--- config.mk ---
export PLATFORM = sky130hd
export DESIGN_NAME = bus_arbiter
export DESIGN_NICKNAME = d
export VERILOG_FILES = /design/src/rtl/bus_arbiter.sv
export SDC_FILE = /design/constraint.sdc
export NUM_CORES = 1
export LEC_CHECK = 0
export BUFFER_PORTS_ARGS = -buffer_cell sky130_fd_sc_hd__buf_4
export CAP_MARGIN = 20
export CORE_AREA = 2 2 110 112
export CTS_BUF_LIST = sky130_fd_sc_hd__clkbuf_4 sky130_fd_sc_hd__clkbuf_8
export DETAILED_ROUTE_END_ITERATION = 7
export DIE_AREA = 0 0 112 114
export GPL_TIMING_DRIVEN = 1
export SYNTH_ARGS = -nofsm -noshare
export SYNTH_HDL_FRONTEND = slang
export SYNTH_SLANG_ARGS = --single-unit
--- constraint.sdc ---
create_clock -name i_clk -period 1.8 [get_ports i_clk]
set_input_delay 0 -clock i_clk [delete_from_list [all_inputs] [get_ports i_clk]]
set_output_delay 0 -clock i_clk [all_outputs]
set_load 0.005 [all_outputs]
--- src/rtl/bus_arbiter.sv ---
// rtl/bus_arbiter.sv - round-robin N-master to 1-slave bus arbiter with optional lock
module bus_arbiter #(
    parameter int N_MASTERS    = 2,
    parameter int XLEN         = 32,
    parameter int LOCK_TIMEOUT = 16
) (
    input  logic                          i_clk,
    input  logic                          i_rst,
    input  logic [N_MASTERS-1:0]          i_m_bus_en,
    input  logic [N_MASTERS-1:0]          i_m_wr_en,
    input  logic [N_MASTERS*XLEN-1:0]     i_m_addr,
    input  logic [N_MASTERS*XLEN-1:0]     i_m_wr_data,
    input  logic [N_MASTERS*XLEN/8-1:0]   i_m_byte_en,
    input  logic [N_MASTERS-1:0]          i_m_lock,
    output logic [N_MASTERS-1:0]          o_m_ack,
    output logic [XLEN-1:0]               o_m_rd_data,
    output logic                          o_s_bus_en,
    output logic                          o_s_wr_en,
    output logic [XLEN-1:0]               o_s_addr,
    output logic [XLEN-1:0]               o_s_wr_data,
    output logic [XLEN/8-1:0]             o_s_byte_en,
    input  logic                          i_s_ack,
    input  logic [XLEN-1:0]               i_s_rd_data,
    output logic [N_MASTERS-1:0]          o_grant
);
    localparam int IDX_W = $clog2(N_MASTERS);
    localparam int CNT_W = $clog2(LOCK_TIMEOUT + 1);
    localparam int BE_W  = XLEN / 8;

    typedef enum logic [1:0] {S_IDLE, S_BUSY, S_LOCKED} state_t;

    state_t               state, state_n;
    logic [N_MASTERS-1:0] grant, grant_n;
    logic [IDX_W-1:0]     owner, owner_n;
    logic [IDX_W-1:0]     last_grant, last_grant_n;
    logic [CNT_W-1:0]     lock_cnt, lock_cnt_n;
    logic                 pick_valid;
    logic [IDX_W-1:0]     pick_idx;
    logic [IDX_W-1:0]     cand_idx;
    int                   cand;

    // First requester at or after last_grant+1, wrapping modulo N_MASTERS.
    always_comb begin
        pick_valid = 1'b0;
        pick_idx   = '0;
        cand       = 0;
        cand_idx   = '0;
        for (int i = 0; i < N_MASTERS; i++) begin
            cand     = int'((32'(last_grant) + 32'(1) + 32'(i)) % 32'(N_MASTERS));
            cand_idx = IDX_W'(cand);
            if (!pick_valid && i_m_bus_en[cand_idx]) begin
                pick_valid = 1'b1;
                pick_idx   = cand_idx;
            end
        end
    end

    always_ff @(posedge i_clk) begin
        if (i_rst) begin
            state      <= S_IDLE;
            grant      <= '0;
            owner      <= '0;
            last_grant <= IDX_W'(N_MASTERS - 1);
            lock_cnt   <= '0;
        end else begin
            state      <= state_n;
            grant      <= grant_n;
            owner      <= owner_n;
            last_grant <= last_grant_n;
            lock_cnt   <= lock_cnt_n;
        end
    end

    always_comb begin
        state_n      = state;
        grant_n      = grant;
        owner_n      = owner;
        last_grant_n = last_grant;
        lock_cnt_n   = lock_cnt;
        case (state)
            S_IDLE: begin
                if (pick_valid) begin
                    state_n           = S_BUSY;
                    owner_n           = pick_idx;
                    grant_n           = '0;
                    grant_n[pick_idx] = 1'b1;
                end
            end
            S_BUSY: begin
                if (i_s_ack) begin
                    last_grant_n = owner;
                    if (i_m_lock[owner]) begin
                        state_n    = S_LOCKED;
                        lock_cnt_n = '0;
                    end else begin
                        state_n = S_IDLE;
                        grant_n = '0;
                    end
                end
            end
            S_LOCKED: begin
                // The owner keeps the bus for LOCK_TIMEOUT idle cycles, then releases it.
                if (i_m_bus_en[owner]) begin
                    state_n = S_BUSY;
                end else if (lock_cnt == CNT_W'(LOCK_TIMEOUT - 1)) begin
                    state_n    = S_IDLE;
                    grant_n    = '0;
                    lock_cnt_n = '0;
                end else begin
                    lock_cnt_n = lock_cnt + CNT_W'(1);
                end
            end
            default: begin
                state_n = S_IDLE;
                grant_n = '0;
            end
        endcase
    end

    always_comb begin
        o_s_bus_en  = 1'b0;
        o_s_wr_en   = 1'b0;
        o_s_addr    = '0;
        o_s_wr_data = '0;
        o_s_byte_en = '0;
        if (state == S_BUSY) begin
            o_s_bus_en = 1'b1;
            for (int k = 0; k < N_MASTERS; k++) begin
                if (owner == IDX_W'(k)) begin
                    o_s_wr_en   = i_m_wr_en[k];
                    o_s_addr    = i_m_addr[k*XLEN +: XLEN];
                    o_s_wr_data = i_m_wr_data[k*XLEN +: XLEN];
                    o_s_byte_en = i_m_byte_en[k*BE_W +: BE_W];
                end
            end
        end
    end

    assign o_m_ack     = (state == S_BUSY && i_s_ack) ? grant : '0;
    assign o_m_rd_data = i_s_rd_data;
    assign o_grant     = grant;

endmodule

==> results of run 1 <==
## Yosys cell counts, drive strengths merged (2+ instances only)
library cell  number
mux2i             72
nor2              71
buf               43
dfxtp             11
nand2             10
a21oi              8
clkbuf             6
nand3              5
nand2b             3
and3               2
inv                2
o21ai              2
o31ai              2
## worst max-delay path, cell delays in order, from the launching register on
cell     delay (ns)
dfxtp_4        0.37
buf_4          0.47
mux2i_1        0.33
nor2_1         0.07
buf_4          0.14
## cell usage in the layout, fill, tap and decap left out, types with 2 or more instances in the layout
| cell | n |
|---|---|
| a21oi_1 | 7 |
| and3_1 | 2 |
| buf_4 | 222 |
| clkbuf_8 | 3 |
| dfxtp_1 | 10 |
| mux2i_1 | 71 |
| nand2_1 | 10 |
| nand2b_1 | 2 |
| nand3_1 | 5 |
| nor2_1 | 71 |
| o31ai_1 | 2 |
## metal layers
layer	wire length (um)	up-vias
met2	4360	137
met5	0	-
met3	523	12
met4	68	0
li1	-	1188
met1	3570	1128
## logic make-up (layout without fill, tap and decap cells)
family | after synthesis | in the layout | synth area share
fa+ha+maj | 1 | 1 | 0.00669
buf+inv | 51 | 229 | 0.180
flops | 11 | 11 | 0.118
simple gates | 98 | 98 | 0.221
compound gates | 19 | 19 | 0.0789
mux | 73 | 73 | 0.395
## registers in the layout, summed over array words and instances, names as in the netlist
| register | cells |
|---|---|
| last_grant | 1 |
| lock_cnt | 5 |
| o_grant | 2 |
| owner | 1 |
| state | 2 |
## metrics by stage
stage	hold WS [ns]	cells	area (um^2)	power, mW	setup slack [ns]
floorplan	0.0808	253	1870	0.690	0.458
global placement	0.0000346	573	3400	1.14	0.392
detailed placement	0.0000346	573	3400	1.15	0.354
CTS	0.0000346	578	3460	1.42	0.0908
global route	0.0000102	578	3460	1.50	0.0361
finish	0.00000226	578	3460	1.42	0.129
## path summary, 6_finish.rpt
path / slack [ns] / depth (start not counted) / endpoint / startpoint
max: 0.13 / 4 / o_s_byte_en[3] / owner
min: 0.000002 / 0 / o_m_rd_data[14] / i_s_rd_data[14]
max reg2reg: 0.36 / 5 / o_grant[0] / lock_cnt[0]
min reg2reg: 0.47 / 2 / lock_cnt[1] / lock_cnt[1]
## area by class of cell
class,count,area [um^2],area share
flip-flops and latches,11,224,0.0647
multi-input cells,191,1320,0.380
inverters,2,10.0,0.00289
clock buffers,4,48.8,0.0141
repair buffers,223,1680,0.485
well taps,147,184,0.0532
## power groups by stage
stage	logic [mW]	registers [mW]	clock network, mW
floorplan	0.421	0.269	0
global placement	0.867	0.272	0
detailed placement	0.878	0.273	0
CTS	0.882	0.268	0.275
global route	0.943	0.271	0.285
finish	0.873	0.268	0.274
## repair_timing
item                                    in CTS  in global routing
endpoints found under the setup margin       0                  0
hold buffers                                 1                  0
gates resized for setup                      0                  0
hold endpoints to repair                     1                  0
==> run_results.csv, run 1 <==
group,metric,value,unit
clock_tree,tritoncts,"built",
clock_tree,numCtsBuffers,3,
die,pin_count,283,
die,fp.dieArea,12800,um^2
synth,synth_cells,253,
timing,hold_viol,0,
synth,yosys.cell_types.count,35,
setup_path,cp_data_required_time,1.80,ns
die,die_x,112,um
detailed_routing,dr.first_iter.drc_count,91,
synth,synth-async-reset-ratio,0,
clock_tree,cts_sinks,11,
setup_path,cp-start-kind,"flip-flop",
detailed_routing,drc,0,
grt,grt_pass1_wl,12.1,mm
detailed_routing,firstDrtPassIters,5,
power,p_int,0.936,mW
synth,syn_area_per_cell,7.39,um^2
grt,met1_usage,0.158,
power,switching_share,0.338,
setup_path,worstPathMaxFanout,36,
grt,grt_overflow,0,
final_layout,nFillCells,1300,
clock_tree,cts_setup_buffers,0,
synth,synth-edff-count,0,
timing,setup_violations,0,
setup_path,arrival,1.67,ns
power,clkPwrFrac,0.194,
power,leakage,1.68,nW
synth,ys_seq_elements,11,
power,comb_power_share,0.617,
clock_tree,cts.reportedPaths.clkPinSlew,0.05,ns
place,gp_congestion,0.803,
synth,syn-num-nets,431,
timing,period_needed,1.67,ns
timing,slew_viol_final,0,
synth,synth_top_cell_area_share,0.380,
power,vdd_drop_max,0.334,mV
final_layout,antenna_cells,0,
synth,ys.flop_type,"dfxtp_1",
power,p_per_area,409,nW/um^2
setup_path,crit_path_end_kind,"output port",
clock_tree,cts_max_path_buffers,2,
run_status,status,"finished, final reports clean",
die,core.rowCount,40,
synth,synth.area.top_cells,"mux2i_1 38%, nor2_1 14%, buf_4 13%, dfxtp_1 12%, buf_2 2.4%",
timing,tns,0,ns
grt,antenna_found_initial,0,
timing,max_freq,0.598,GHz
final_layout,syn_to_final_growth,84.9,%
die,core,11700,um^2
timing,finalClockSkew,0.00262,ns
clock_tree,cts-htree-levels,1,
synth,yosys.area.top_type,"mux2i_1",
detailed_routing,ant_nets,0,
final_layout,layout.nets,610,
detailed_routing,routed_via_density,4.26,
flow_run,maxCapViolations,0,
timing,min_period_over_period,0.928,
setup_path,crit_type,"flip-flop to output port",
timing,relSlewSlack,0.612,
grt,met2_usage,0.206,
grt,grt_max_degree,37,
grt,first_global_vias,2188,
hold_path,hp-class,"primary input to output port",
grt,use_met3,0.0165,
clock_tree,root_buffer,"clkbuf_8",
detailed_routing,drt_wl_total,8.52,mm
place,io_buffers,218,
detailed_routing,vias,2465,
grt,grt_usage,0.117,
power,p_sw,0.479,mW
detailed_routing,drt-wirelength-per-cell,14.7,um
die,die_y,114,um
power,pwr-share-seq,0.189,
synth,yosys_warnings,0,
grt,grt-busiest-layer,"met2",
synth,synth_area,1870,um^2
die,start_util,0.160,
timing,rsz0062_at_grt,"no",
clock_tree,clkLatencyLatePin,0.24,ns
final_layout,drive_gt1_frac,0.550,
synth,yosysSeqAreaShare,0.118,
timing,worst_pin_slew,0.582,ns
final_layout,final_core_util,0.295,
place,hpwlAfterDp,7.38,mm
Power figures use the tool's default switching activity.
==> run 2: changes to the inputs <==
--- a/config.mk
+++ b/config.mk
@@ -12,6 +12,7 @@
 export DETAILED_ROUTE_END_ITERATION = 7
 export DIE_AREA = 0 0 112 114
 export GPL_TIMING_DRIVEN = 1
+export SETUP_SLACK_MARGIN = 0.5
 export SYNTH_ARGS = -nofsm -noshare
 export SYNTH_HDL_FRONTEND = slang
 export SYNTH_SLANG_ARGS = --single-unit
==> run 2 against run 1 <==
Clock-buffer cell count unchanged. Non-clock buffer count grew 20. Clock power is 3% higher. Highest routed layer unchanged. Global-route usage rose by 0.92 points.
==> run_results.csv, run 2 (synthesized netlist as in run 1, its figures left out) <==
group,metric,value,unit
setup_path,crit_path_end_kind,"flip-flop",
place,dpl_cell_area,3420,um^2
detailed_routing,wl_met2,5.35,mm
setup_path,cp_data_required_time,1.93,ns
clock_tree,cts_max_path_buffers,2,
timing,period_needed,1.44,ns
final_layout,final_core_util,0.355,
die,die_x,112,um
final_layout,drive_gt1_frac,0.659,
final_layout,instances_no_fill,598,
die,die_y,114,um
timing,setup_violations,0,
final_layout,layout.nets,630,
clock_tree,cts_sinks,11,
grt,antenna_found_initial,0,
grt,grt_max_degree,45,
die,core,11700,um^2
clock_tree,ctsHoldBuffers,0,
place,hpwlAfterDp,7.33,mm
detailed_routing,drc,0,
setup_path,cp-start-kind,"flip-flop",
clock_tree,tritoncts,"built",
detailed_routing,routed_via_density,4.25,
timing,relSlewSlack,0.811,
final_layout,antenna_cells,0,
place,dp_cells,573,
setup_path,crit_type,"flip-flop to flip-flop",
timing,max_freq,0.695,GHz
place,io_buffers,218,
detailed_routing,ant_nets,0,
final_layout,regMostFlops,"lock_cnt",
die,start_util,0.160,
final_layout,stdcell_area,4150,um^2
detailed_routing,drt-wirelength-per-cell,16.8,um
hold_path,hp-class,"primary input to output port",
die,pin_count,283,
timing,finalClockSkew,0.00228,ns
clock_tree,cts-htree-levels,1,
clock_tree,numCtsBuffers,3,
timing,hold_ws,0.00000201,ns
timing,slew_viol_final,0,
power,vdd_drop_max,0.299,mV
final_layout,syn_to_final_growth,122,%
clock_tree,root_buffer,"clkbuf_8",
detailed_routing,dr.first_iter.drc_count,67,
final_layout,nFillCells,1186,
detailed_routing,drt_wl_total,10.1,mm
detailed_routing,vias,2542,
timing,hold_viol,0,
grt,grt_overflow,0,
grt,first_global_vias,2326,
place,gp_congestion,0.791,
detailed_routing,firstDrtPassIters,4,
setup_path,worstPathMaxFanout,5,
clock_tree,clkLatencyLatePin,0.25,ns
power,p_per_area,412,nW/um^2
run_status,status,"finished, final reports clean",
final_layout,final_cell_mix,"224 x buf_4, 71 x nor2_1, 45 x mux2i_1, 17 x mux2i_2, 10 x mux2i_4",
grt,grt_usage,0.127,
die,fp.dieArea,12800,um^2
clock_tree,cts.reportedPaths.clkPinSlew,0.06,ns
die,core.rowCount,40,
final_layout,largest_register_ffs,5,
final_layout,final_common_cell,"buf_4",
timing,tns,0,ns
detailed_routing,dr_wl_met3,582,um
setup_path,arrival,1.57,ns
timing,rsz0062_at_grt,"yes",
detailed_routing,topRoutingLayerUsed,"met4",
timing,worst_pin_slew,0.283,ns
detailed_routing,wl_met1,4.03,mm
power,leakage,1.93,nW
flow_run,maxCapViolations,0,
timing,min_period_over_period,0.800,
grt,grt_pass1_wl,12.8,mm
run 2: what timing repair did:
action,in CTS,in global routing
cloned,3,8
setup endpoints to repair,77,79
gates resized for setup,34,32
setup buffers,5,5
pin swaps,5,4
run 2: stage by stage:
stage	power, mW	worst slack (ns)
finish	1.71	0.360
global route	1.80	0.321
CTS	1.56	0.370
detailed placement	1.16	0.372
global placement	1.14	0.454
floorplan	0.693	0.494
run 2: layout make-up:
cell class	count	area (um^2)	share of cell area
Tap cell	147	184	0.0443
Clock buffer	4	48.8	0.0117
Sequential cell	11	230	0.0554
Timing Repair Buffer	243	2120	0.511
Inverter	2	10.0	0.00241
Multi-Input combinational cell	191	1560	0.376
run 2: power by group:
group	leakage (nW)	switching [mW]	total, mW	internal, mW
registers	0.0918	0.0151	0.270	0.255
clock network	0.0262	0.109	0.281	0.172
logic	1.81	0.455	1.16	0.706
total	1.93	0.579	1.71	1.13
run 2: routing by layer:
metal | GRT usage | vias up
li1 | - | 1228
met1 | 0.150 | 1176
met2 | 0.237 | 127
met3 | 0.0234 | 11
met4 | 0.0301 | 0
met5 | 0 | -
run 2: critical path, cell delays in order (launching register included):
cell     delay [ns]
dfxtp_4        0.38
buf_4          0.14
mux2_4         0.34
a32o_2         0.28
nand2_2        0.10
o32ai_2        0.09
run 2: worst paths after layout:
kind                                 startpoint              end  slack, ns  depth (start not counted)
worst min register to register      lock_cnt[0]      lock_cnt[0]       0.47                          1
worst max register to register            owner      lock_cnt[3]       0.36                          5
worst max-delay path                      owner      lock_cnt[3]       0.36                          5
worst min-delay path            i_s_rd_data[16]  o_m_rd_data[16]   0.000002                          0
==> run 3: changes to the inputs <==
--- a/config.mk
+++ b/config.mk
@@ -5,12 +5,13 @@
 export SDC_FILE = /design/constraint.sdc
 export NUM_CORES = 1
 export LEC_CHECK = 0
+export ABC_AREA = 1
 export BUFFER_PORTS_ARGS = -buffer_cell sky130_fd_sc_hd__buf_4
 export CAP_MARGIN = 20
-export CORE_AREA = 2 2 110 112
+export CORE_AREA = 2 2 109 111
 export CTS_BUF_LIST = sky130_fd_sc_hd__clkbuf_4 sky130_fd_sc_hd__clkbuf_8
 export DETAILED_ROUTE_END_ITERATION = 7
-export DIE_AREA = 0 0 112 114
+export DIE_AREA = 0 0 111 113
 export GPL_TIMING_DRIVEN = 1
 export SETUP_SLACK_MARGIN = 0.5
 export SYNTH_ARGS = -nofsm -noshare
==> constraint.sdc (replaced) <==
create_clock -name i_clk -period 1.5 [get_ports i_clk]
set_input_delay 0 -clock i_clk [delete_from_list [all_inputs] [get_ports i_clk]]
set_output_delay 0 -clock i_clk [all_outputs]
set_load 0.005 [all_outputs]
==> run 3 against run 2 <==
Clock skew fell by 0.0013 ns. Core utilization rose by 2.1 points. Clock power rose by 16%. Via count rose by 24%. Register-to-register slack got worse by 0.18 ns. Sequential share of layout area fell by 0.070 points. Final cell count rose by 19%. Cell area rose by 1.8%. Combinational power rose by 48%. Critical path type is now flip-flop to output port. Critical endpoint is now o_s_addr[20]. Largest power group unchanged.
==> run_results.csv, run 3 <==
group,metric,value,unit
timing,hold_viol,0,
clock_tree,cts_max_path_buffers,2,
timing,slew_viol_final,0,
die,core,11300,um^2
clock_tree,cts_sinks,11,
clock_tree,cts-htree-levels,1,
final_layout,regMostFlops,"lock_cnt",
clock_tree,tritoncts,"built",
detailed_routing,firstDrtPassIters,5,
synth,syn_area_per_cell,5.07,um^2
synth,synth_mux_area_frac,0,
setup_path,worstPathMaxFanout,6,
setup_path,crit_type,"flip-flop to output port",
setup_path,crit_path_end_kind,"output port",
grt,grt_overflow,0,
setup_path,cp-start-kind,"flip-flop",
timing,relSlewSlack,0.823,
synth,synth_top_cell_area_share,0.333,
clock_tree,numCtsBuffers,3,
synth,synth-simple-area-share,0.451,
synth,synth.area.top_cells,"nand2_1 33%, a21oi_1 19%, buf_4 13%, dfxtp_1 12%, clkbuf_1 3.7%",
synth,synth_top_family_by_area,"simple AND/OR/NAND/NOR gates",
setup_path,cp_slowest_cell,"dfxtp_4",
synth,yosysMostFrequentCell,"nand2_1",
synth,ys_seq_elements,11,
place,dpl_cell_area,3530,um^2
synth,yosys.area.top_type,"nand2_1",
detailed_routing,dr.first_iter.drc_count,152,
place,dp_slack,0.154,ns
timing,worst_pin_slew,0.265,ns
timing,min_period_over_period,0.883,
synth,synth-edff-count,0,
die,start_util,0.169,
synth,synth-compound-area-share,0.211,
synth,ys.flop_type,"dfxtp_1",
synth,synth_area,1910,um^2
detailed_routing,drt-wirelength-per-cell,15.0,um
synth,synth-async-reset-ratio,0,
synth,syn-num-nets,554,
clock_tree,cts.reportedPaths.clkPinSlew,0.05,ns
place,io_buffers,218,
hold_path,hp-class,"primary input to output port",
timing,period_needed,1.32,ns
power,p_per_area,572,nW/um^2
grt,first_global_vias,3064,
synth,yosys.cell_types.count,24,
detailed_routing,drt_wl_total,10.7,mm
final_layout,antenna_cells,0,
clock_tree,clkLatencyLatePin,0.24,ns
synth,synth-xor-area-share,0,
grt,grt_usage,0.155,
timing,max_freq,0.755,GHz
flow_run,maxCapViolations,0,
detailed_routing,vias,3145,
synth,yosys_warnings,0,
detailed_routing,ant_nets,0,
die,core.rowCount,39,
place,gp_congestion,0.831,
final_layout,final_cell_mix,"224 x buf_4, 160 x nand2_1, 50 x a21oi_2, 24 x a21oi_1, 14 x inv_1",
power,total_power,2.42,mW
final_layout,syn_to_final_growth,122,%
timing,setup_ws,0.176,ns
timing,tns,0,ns
timing,finalClockSkew,0.00102,ns
run_status,status,"finished, final reports clean",
die,pin_count,283,
final_layout,final_common_cell,"buf_4",
final_layout,layout.nets,749,
synth,yosysSeqAreaShare,0.115,
synth,synth_cells,376,
final_layout,largest_register_ffs,5,
clock_tree,root_buffer,"clkbuf_8",
grt,grt_max_degree,41,
place,hpwlAfterDp,8.12,mm
die,die_y,113,um
final_layout,drive_gt1_frac,0.598,
setup_path,cp_top_family,"buffers and inverters",
timing,rsz0062_at_grt,"yes",
detailed_routing,routed_via_density,4.41,
die,die_x,111,um
final_layout,final_core_util,0.375,
grt,antenna_found_initial,0,
power,leakage,2.14,nW
final_layout,stdcell_area,4230,um^2
synth,synth_common_cells,"169 x nand2_1, 74 x a21oi_1, 32 x buf_4, 19 x clkbuf_1, 17 x nor2_1",
grt,grt_pass1_wl,16.0,mm
die,fp.dieArea,12500,um^2
setup_path,cp_data_required_time,1.50,ns
setup_path,crit_buf_inv,4,
detailed_routing,drc,0,
power,vdd_drop_max,0.464,mV
setup_path,worstPathCellList,"inv_8, buf_12, buf_6, nand2_1, a21oi_2, buf_4",
setup_path,max_stage_delay,0.39,ns
setup_path,arrival,1.32,ns
synth,synth_fa_ha_area_frac,0.00656,
timing,setup_violations,0,
==> run 3: cell count changes after synthesis, moves of 3 or more <==
cell,before,now
inv_1,1,15
mux2i_1,71,0
nand2b_1,3,0
inv_2,0,4
nand4_1,0,3
a21oi_1,7,74
clkbuf_1,6,19
nand3_1,5,9
nand2_2,0,6
nand2_1,10,169
buf_2,9,2
nor2_1,71,17
==> run 3: where the power goes <==
| part | internal, mW | switching (mW) |
|---|---|---|
| registers | 0.328 | 0.0483 |
| clock network | 0.205 | 0.120 |
| logic | 0.907 | 0.809 |
==> run 3: path summary, 6_finish.rpt <==
| kind | startpoint | end | cells after the start | slack [ns] |
|---|---|---|---|---|
| setup / recovery | owner | o_s_addr[20] | 6 | 0.18 |
| hold / removal | i_s_rd_data[24] | o_m_rd_data[24] | 0 | 0.000002 |
| setup reg to reg | owner | o_grant[1] | 10 | 0.18 |
| hold reg to reg | lock_cnt[4] | lock_cnt[4] | 2 | 0.48 |
==> run 3: area by class of cell <==
cell class | count | area [um^2]
Inverter | 20 | 90.1
Clock buffer | 4 | 48.8
Fill cell | 1183 | 7040
Timing Repair Buffer | 244 | 2070
Multi-Input combinational cell | 291 | 1610
Sequential cell | 11 | 231
Tap cell | 143 | 179
==> run 3: kinds of logic (layout without fill, tap and decap cells) <==
kind of cell / Yosys count / in the layout
and+or+nand+nor: 211 / 211
AOI/OAI and AO/OA: 79 / 79
buffers and inverters: 74 / 268
DFF: 11 / 11
adders and majority gates: 1 / 1
==> run 3: stage by stage <==
| stage | hold WS (ns) | cells |
|---|---|---|
| after floorplan | 0.0624 | 376 |
| after global placement | 0.0000346 | 690 |
| after detailed placement | 0.0000346 | 690 |
| after CTS | 0.0000346 | 709 |
| after global routing | 0.00000766 | 713 |
| final | 0.00000193 | 713 |
==> run 3: routing by layer <==
layer,global-route usage,wire length [um],up-vias
met3,0.0402,825,16
met5,0,0,-
met2,0.272,5280,149
li1,-,-,1547
met1,0.194,4410,1433
met4,0.0308,184,0
==> run 3: what timing repair did <==
item	in CTS	in global routing
setup endpoints to repair	81	82
pin swaps	7	20
gates cloned	4	1
hold endpoints to repair	3	0
resized for setup	63	40
setup buffers	10	3
hold buffers	1	0
